[src/rtl/write_buffer_pkg.sv]
// Shared types and constants for the posted-write buffer between the store path
// and the main-memory port.
package write_buffer_pkg;
  localparam int ADDR_W    = 16;
  localparam int DATA_W    = 16;
  localparam int BLK_LSB   = 4;
  localparam int DEPTH_DEF = 4;

  localparam logic [ADDR_W-1:0] BLK_MASK = ~((ADDR_W'(1) << BLK_LSB) - ADDR_W'(1));

  typedef struct packed {
    logic [ADDR_W-1:0] addr;
    logic [DATA_W-1:0] data;
  } wb_entry_t;

  function automatic logic blk_eq(input logic [ADDR_W-1:0] a, input logic [ADDR_W-1:0] b);
    return ((a ^ b) & BLK_MASK) == '0;
  endfunction
endpackage

[src/rtl/write_buffer_ptr.sv]
// Circular-buffer pointer with an extra wrap bit above the index bits.
module wb_ptr #(
  parameter int W = 3
) (
  input  logic         clk,
  input  logic         rst,
  input  logic         i_inc,
  output logic [W-1:0] o_ptr
);
  logic [W-1:0] r_ptr;

  always_ff @(posedge clk) begin
    if (rst)        r_ptr <= '0;
    else if (i_inc) r_ptr <= r_ptr + W'(1);
  end

  assign o_ptr = r_ptr;
endmodule

[src/rtl/write_buffer.sv]
// Posted-write FIFO: single-cycle store accept, store coalescing into the youngest
// entry, one-per-grant drain to memory and a block-address conflict check.
module write_buffer
  import write_buffer_pkg::*;
#(
  parameter int DEPTH = DEPTH_DEF,
  localparam int CW   = $clog2(DEPTH) + 1
) (
  input  logic              clk,
  input  logic              rst,
  input  logic              i_wr_en,
  input  logic [ADDR_W-1:0] i_wr_addr,
  input  logic [DATA_W-1:0] i_wr_data,
  output logic              o_full,
  output logic              o_empty,
  output logic [CW-1:0]     o_count,
  output logic              o_overflow,
  input  logic              i_mem_grant,
  output logic              o_mem_en,
  output logic              o_mem_wr,
  output logic [ADDR_W-1:0] o_mem_addr,
  output logic [DATA_W-1:0] o_mem_data,
  input  logic [ADDR_W-1:0] i_chk_addr,
  output logic              o_chk_hit
);
  localparam int PW = CW - 1;

  wb_entry_t        r_mem [DEPTH];
  logic [DEPTH-1:0] r_valid;
  logic [CW-1:0]    r_count;
  logic             r_full, r_empty, r_overflow;

  logic [PW:0]   w_head, w_tail, w_tail_m1;
  logic [PW-1:0] w_head_idx, w_tail_idx, w_young_idx;
  logic          w_pop, w_push, w_coal, w_drop;
  logic [CW-1:0] w_count_nxt;

  wb_ptr #(.W(PW + 1)) u_head (.clk(clk), .rst(rst), .i_inc(w_pop),  .o_ptr(w_head));
  wb_ptr #(.W(PW + 1)) u_tail (.clk(clk), .rst(rst), .i_inc(w_push), .o_ptr(w_tail));

  assign w_tail_m1   = w_tail - (PW + 1)'(1);
  assign w_head_idx  = w_head[PW-1:0];
  assign w_tail_idx  = w_tail[PW-1:0];
  assign w_young_idx = w_tail_m1[PW-1:0];

  assign w_pop = i_mem_grant & ~r_empty;

  // Never merge into an entry leaving this cycle; the store would be lost.
  assign w_coal = i_wr_en && (r_count != '0)
                  && (r_mem[w_young_idx].addr[ADDR_W-1:1] == i_wr_addr[ADDR_W-1:1])
                  && !(w_pop && (w_head == w_tail_m1));

  assign w_push      = i_wr_en & ~r_full & ~w_coal;
  assign w_drop      = i_wr_en &  r_full & ~w_coal;
  assign w_count_nxt = r_count + CW'(w_push) - CW'(w_pop);

  always_ff @(posedge clk) begin
    if (rst) begin
      r_count    <= '0;
      r_full     <= 1'b0;
      r_empty    <= 1'b1;
      r_overflow <= 1'b0;
      r_valid    <= '0;
    end else begin
      r_count <= w_count_nxt;
      r_full  <= (w_count_nxt == CW'(DEPTH));
      r_empty <= (w_count_nxt == '0);
      if (w_drop) r_overflow <= 1'b1;
      if (w_push) r_valid[w_tail_idx] <= 1'b1;
      if (w_pop)  r_valid[w_head_idx] <= 1'b0;
    end
  end

  always_ff @(posedge clk) begin
    if (w_push)      r_mem[w_tail_idx]       <= '{addr: i_wr_addr, data: i_wr_data};
    else if (w_coal) r_mem[w_young_idx].data <= i_wr_data;
  end

  always_comb begin
    o_chk_hit = 1'b0;
    for (int i = 0; i < DEPTH; i++)
      if (r_valid[i] && blk_eq(r_mem[i].addr, i_chk_addr)) o_chk_hit = 1'b1;
  end

  assign o_full     = r_full;
  assign o_empty    = r_empty;
  assign o_count    = r_count;
  assign o_overflow = r_overflow;
  assign o_mem_en   = w_pop;
  assign o_mem_wr   = w_pop;
  assign o_mem_addr = r_mem[w_head_idx].addr;
  assign o_mem_data = r_mem[w_head_idx].data;
endmodule
[config.mk]
export PLATFORM = sky130hd
export DESIGN_NAME = write_buffer
export DESIGN_NICKNAME = d
export VERILOG_FILES = /design/src/rtl/write_buffer_pkg.sv /design/src/rtl/write_buffer_ptr.sv /design/src/rtl/write_buffer.sv
export SDC_FILE = /design/constraint.sdc
export NUM_CORES = 1
export LEC_CHECK = 0
export ABC_CLOCK_PERIOD_IN_PS = 4850
export CAP_MARGIN = 0
export CORE_ASPECT_RATIO = 1.4
export CORE_UTILIZATION = 55
export CTS_CLUSTER_DIAMETER = 120
export DETAILED_ROUTE_END_ITERATION = 8
export PLACE_DENSITY_LB_ADDON = 0.1
export SKIP_CTS_REPAIR_TIMING = 1
export SLEW_MARGIN = 40
export SYNTH_ARGS = -nofsm -noshare
export SYNTH_HDL_FRONTEND = slang
export SYNTH_SLANG_ARGS = --single-unit
[constraint.sdc]
create_clock -name clk -period 4.85 [get_ports clk]
set_input_delay 0.97 -clock clk [delete_from_list [all_inputs] [get_ports clk]]
set_output_delay 0.97 -clock clk [all_outputs]
set_load 0.03 [all_outputs]
# After elaboration in Yosys (flattened, before gate mapping)

Memories as Yosys holds them, arrays and structs flattened. A register that Yosys moved wholly into a read port is not among the register bits.
Cells that the tools add are included.

$add $sub $neg: 5
Order comparisons: 4
Eq/ne operators: 3
Muxes and demuxes: 21
Bitwise gates (word level): 15
Reduce and logical (&&, ||, !) cells: 18

Operator list:

| cell                | number |
|---|---|
| $logic_not 16->1    | 4 |
| $xor 16x16->16      | 4 |
| $mux 32             | 1 |
| $reduce_or 32->1    | 1 |
| $eq 15x15->1        | 1 |
| $mux 4              | 3 |
| $mux 1              | 11 |
| $logic_and 1x1->1   | 10 |
| $mux 2              | 4 |
| $add 3x1->3 const B | 2 |
| $lt 2x3->1 const B  | 2 |
| $and 1x1->1         | 5 |
| $and 4x4->4         | 1 |
| $demux 1 s2         | 2 |
| $ge 2x1->1 const B  | 2 |
| $not 4->4           | 1 |
| $or 4x4->4          | 1 |
| $add 3x1->3         | 1 |
| $eq 3x3->1          | 1 |
| $eq 3x3->1 const B  | 1 |
| $logic_not 3->1     | 1 |
| $not 1->1           | 3 |
| $reduce_bool 3->1   | 1 |
| $sub 3x1->3         | 1 |
| 2 further kinds     | 2 |

Bits in registers: 16
Bits in writable memories: 128
Memories kept: 1

Memories:

| memory | depth | width | rd ports | clocked after memory_dff | write ports | RTL line           | RTL |
|---|---|---|---|---|---|---|---|
| r_mem  | 4     | 32    | 6        | 1                        | 1           | write_buffer.sv:28 | `wb_entry_t r_mem [DEPTH];` |

# Logic depth before layout (Yosys ltp)

Gate-level depths: netlist of the first run.

Depth after elaboration: 11
Depth in mapped cells: 18
Mapped depth without buffers: 14

# Modules after synthesis

Synthesis of the first run repeated with hierarchy kept, for this count alone.

Cells, all modules: 369
Area total of the unflattened synthesis: 6,595.1 sq um

By module, submodules not included:

| module       | times used | cells each | area each (sq um) | sequential area each (sq um) |
|---|---|---|---|---|
| write_buffer | 1          | 347        | 6,352.3           | 4,043.9 |
| wb_ptr       | 2          | 11         | 121.4             | 60.1 |

# Worst setup path before layout of the first run

No wires, ideal clock.

Kind: register to register
Start point: register u_tail.r_ptr[0], in the netlist u_tail.o_ptr[0]
End point: memory r_mem[0][0] (netlist bit) (enable)
Arrival time: 4,000 ps
Data required time: 4,436 ps
Slack: 436 ps
Cell stages (with the launch flop): 13
Buffers on the path: 4
Period minus slack after synthesis: 4,414 ps
Cells stage by stage: dfxtp_1 -> buf_2 -> buf_2 -> inv_1 -> ha_1 -> clkbuf_1 -> mux4_2 -> xnor2_1 -> nand4_1 -> nor4_4 -> or3b_1 -> buf_4 -> o31ai_1

Word-level cells in the longest chain between the ends: 11
Elaborated cells between the ends (all ways): 18
Those cells by class: add/sub: 1; eq/ne: 2; mux: 7; bitwise: 2; reduce/logical: 5; memory: 1

RTL lines:

| item                                                        | RTL line                               | RTL |
|---|---|---|
| from (decl)                                                 | write_buffer_ptr.sv:10                 | `logic [W-1:0] r_ptr;` |
| from (signal assigned)                                      | write_buffer_ptr.sv:14                 | `else if (i_inc) r_ptr <= r_ptr + W'(1);` |
| $sub 3x1->3 *                                               | write_buffer.sv:41                     | `assign w_tail_m1 = w_tail - (PW + 1)'(1);` |
| via w_tail_m1[0]                                            | write_buffer.sv:33                     | `logic [PW:0] w_head, w_tail, w_tail_m1;` |
| $mem_v2 4x32 / $eq 3x3->1 (equally long branches)           | -                                      |  |
| $eq 15x15->1 / $logic_and 1x1->1 (equally long branches)    | write_buffer.sv:50, write_buffer.sv:51 |  |
| $logic_and 1x1->1 / $logic_not 1->1 (equally long branches) | write_buffer.sv:50, write_buffer.sv:51 |  |
| $logic_and 1x1->1                                           | write_buffer.sv:51                     | `&& !(w_pop && (w_head == w_tail_m1));` |
| $not 1->1                                                   | write_buffer.sv:53                     | `assign w_push = i_wr_en & ~r_full & ~w_coal;` |
| $and 1x1->1                                                 | write_buffer.sv:53                     |  |
| $mux 1                                                      | write_buffer.sv:75                     | `if (w_push) r_mem[w_tail_idx] <= '{addr: i_wr_addr, data: i_wr_data};` |
| $mux 1 (implied by the code)                                | write_buffer.sv:76                     | `else if (w_coal) r_mem[w_young_idx].data <= i_wr_data;` |
| $reduce_or 32->1 (no line)                                  | -                                      |  |
| $mux 2 (no line)                                            | -                                      |  |
| to (decl)                                                   | write_buffer.sv:28                     |  |

Mark *: on every way through the listed nets, which the timed path passes. The rest lies on a longest branch.

# Worst setup path after layout of the first run

Start point: input port i_chk_addr[15]
End point: output port o_chk_hit

Word-level cells in the longest chain between the ends: 7
Elaborated cells between the ends (all ways): 16
Those cells by class: mux: 4; bitwise: 4; reduce/logical: 8

RTL lines:

| item                 | RTL line               | RTL |
|---|---|---|
| from (decl)          | write_buffer.sv:23     | `input logic [ADDR_W-1:0] i_chk_addr,` |
| $xor 16x16->16       | write_buffer_pkg.sv:17 | `return ((a ^ b) & BLK_MASK) == '0;` |
| $logic_not 16->1     | write_buffer_pkg.sv:17 |  |
| $logic_and 1x1->1    | write_buffer.sv:82     | `if (r_valid[i] && blk_eq(r_mem[i].addr, i_chk_addr)) o_chk_hit = 1'b1;` |
| $mux 1 (3 in series) | write_buffer.sv:82     |  |
| $mux 1 *             | write_buffer.sv:82     |  |
| to (decl)            | write_buffer.sv:24     | `output logic o_chk_hit` |

Every way passes the cells marked *; elsewhere a longest branch is shown, timed or not.

==> results of run 1 <==
registers in the layout, summed over array words and instances, names as in the netlist, named ones only:
| signal | count |
|---|---|
| o_count | 3 |
| o_empty | 1 |
| o_full | 1 |
| o_overflow | 1 |
| u_tail.o_ptr | 3 |
| u_head.o_ptr | 3 |
| r_valid | 4 |
| r_mem | 128 |
layout make-up:
cell class              instances  area [µm²]  area share (%)
repair buffers                104        1000            11.9
multi-input cells             205        2350            28.0
well taps                     147         184            2.19
flip-flops and latches        146        4210            50.2
inverters                       8        30.0           0.358
clock buffers                  19         433            5.16
clock inverters                12         183            2.18
metal layers:
layer  routed length, µm  GRT usage (%)
met1                5430           29.2
met2                7560           41.9
met3                 499           4.61
met4                 361           10.4
met5                   0              0
Yosys cell counts:
master	count
buf_4	2
buf_6	1
xor2_1	32
mux2_2	1
mux2_1	1
buf_2	2
clkbuf_1	12
nor4_4	1
nand2_1	9
or3b_1	1
xnor3_1	1
edfxtp_1	128
nand3_1	2
mux2i_1	1
fa_1	1
inv_1	8
o22ai_1	2
o21a_1	4
nor3b_2	1
a21oi_1	2
nor4_1	8
nor3_1	3
a41oi_1	1
dfxtp_1	18
nand4bb_1	1
a211oi_1	3
mux4_2	47
nor2_1	14
buf_1	4
ha_1	9
nor2b_1	4
nand2b_1	1
nand4_1	13
o31ai_1	4
xnor2_1	38
metrics by stage:
step                      setup slack (ns)  utilization, %  power (mW)  area [µm²]  instances
after floorplan                      0.436               -        2.64        6630        380
after global placement               0.688            66.0        3.17        7770        610
after detailed placement             0.682            66.1        3.20        7780        610
after CTS                            0.681            71.4        4.56        8390        641
after global routing                 0.575            71.4        4.70        8400        641
final                                0.638            71.4        4.53        8400        641
power groups by stage:
stage / combinational, mW / clock (mW) / sequential (mW)
floorplan: 0.936 / 0 / 1.71
global placement: 1.44 / 0 / 1.73
detailed placement: 1.45 / 0 / 1.75
CTS: 1.47 / 1.37 / 1.72
global route: 1.53 / 1.42 / 1.74
finish: 1.45 / 1.36 / 1.72
logic make-up after synthesis:
group | count (synthesis) | share of synthesized area [%]
buffers and inverters | 29 | 1.91
AO/OA/AOI/OAI | 16 | 1.72
AND/OR/NAND/NOR | 58 | 4.94
flip-flops | 146 | 63.4
multiplexers | 50 | 16.5
XOR/XNOR | 71 | 9.58
adder cells (fa/ha/maj) | 10 | 2.00
path summary, 6_finish.rpt:
kind | depth (start not counted) | from | end
max | 6 | i_chk_addr[15] | o_chk_hit
min | 2 | r_valid[3] | r_valid[3]
max reg2reg | 16 | u_tail.o_ptr[1] | o_full
min reg2reg | 2 | r_valid[3] | r_valid[3]
critical path, cell delays in order:
cell	delay [ns]
clkdlybuf4s50_1	0.52
xor2_1	0.20
nor4_1	0.57
nand4_1	0.16
nand4_1	0.14
clkdlybuf4s50_1	0.68
cells in the final DEF, fill, tap and decap left out, types with 2 or more instances in the layout:
| master | n |
|---|---|
| edfxtp_1 | 128 |
| clkdlybuf4s50_1 | 88 |
| mux4_2 | 47 |
| xnor2_1 | 38 |
| xor2_1 | 32 |
| clkbuf_16 | 17 |
| dfxtp_1 | 16 |
| buf_4 | 16 |
| nor2_1 | 14 |
| nand4_1 | 13 |
| nand2_1 | 9 |
| ha_1 | 9 |
| inv_1 | 8 |
| nor4_1 | 8 |
| nor2b_1 | 4 |
| o21a_1 | 4 |
| clkinv_4 | 4 |
| bufinv_16 | 4 |
| a211oi_1 | 3 |
| o31ai_1 | 2 |
| nor3_4 | 2 |
| nand3_1 | 2 |
| o31ai_2 | 2 |
| a21oi_1 | 2 |
| dfxtp_4 | 2 |
| clkinvlp_4 | 2 |
| clkbuf_1 | 2 |
==> impl_metrics.yaml, run 1 <==
floorplanning:
  die_h_um: 132
  die_w_um: 94.8
  io_pins: 93
  fp.dieArea_mm2: 0.0125
  core-area_mm2: 0.0118
  fp-row-count: 47
  start_util_pct: 56.4
synthesis:
  synth_top_area_cell: "edfxtp_1"
  yosys_warnings: 0
  netlist_area_mm2: 0.00663
  synth_top_area_share_pct: 58.0
  postSynthCellCount: 380
  ys_seq_area_share_pct: 63.4
  avgSynthCellArea_um2: 17.5
  synth_nets: 442
  synthDistinctLibCells: 35
  ys_ff_latch: 146
  ys_top_cells_by_area: "edfxtp_1 (58%), mux4_2 (16%), dfxtp_1 (5.4%)"
sta:
  fmax_ghz: 0.237
  fin_crit_sh_pct: 86.9
  setup_violations: 0
  period_needed_ns: 4.21
  hold-worst-slack_ns: 0.471
  slew_headroom_pct: 58.1
  tightest_slew_ns: 0.628
  clock_skew_ns: 0.0158
  hold_viol_final: 0
  rsz0062_at_grt: "no"
  setup_tns_ns: 0
  slew_violations: 0
cts:
  clock_latency_ns: 0.42
  cts_tree: "built"
  ctsRootBufferMaster: "clkbuf_16"
  htreeDepth: 4
  numCtsBuffers: 17
  clk_pin_slew_ns: 0.06
  cts_max_path_buffers: 2
  clkSinkCount: 146
power:
  pwr-share-seq_pct: 37.9
  powerDensity_mw_per_mm2: 539
  swShare_pct: 31.1
  p_comb_share_pct: 32.0
  p_clk_share_pct: 30.0
  p_int_mw: 3.12
  p_switching_mw: 1.41
  peakVddDrop_v: 0.000324
  p_leak_nw: 2.78
global_routing:
  grt_max_degree: 26
  grt_pass1_wl_um: 21600
  grt-ovfl-total: 0
  antenna_found_initial: 0
  grt_pass1_vias: 3921
  grt_usage_pct: 24.3
critical_path:
  worstPathArrival_ns: 3.24
  r2r_setup_slack_ns: 0.78
  cp-start-kind: "input port"
  critPathMaxFanout: 4
  worstSetupEndpointType: "output port"
  worstPathRequired_ns: 3.88
  worstSetupPathType: "input port to output port"
job:
  max_cap_violations: 0
route:
  viasPerCell: 5.84
  post_drt_wl_per_cell_um: 21.6
  ant_nets: 0
  num_vias: 3742
  dr.pass1.iters: 4
  route.detailed.drc: 0
  drtIter0Drc: 203
  wirelength_um: 13800
placed_design:
  hpwl_um: 9600
  io_buffers: 88
  gp_congestion: 0.941
layout:
  drive_above_1_share_pct: 20.6
  n_fill_cell: 761
  syn2layout_area_growth_pct: 26.6
  fin_nets: 544
  antennaDiodeCount: 0
outcome:
  status: "finished, final reports clean"
worst_hold_path:
  hp-class: "flip-flop to flip-flop"
Note: power is estimated with default switching activity, not from simulation.
==> inputs of run 2 (changes only) <==
- CAP_MARGIN: 0 -> unset
==> results of run 2 <==
No change in the layout: final DEF, timing and power equal those of run 1.
==> inputs of run 3 (changes only) <==
- CAP_MARGIN: unset -> 20
==> results of run 3 <==
No change in the layout: final DEF, timing and power equal those of run 1.
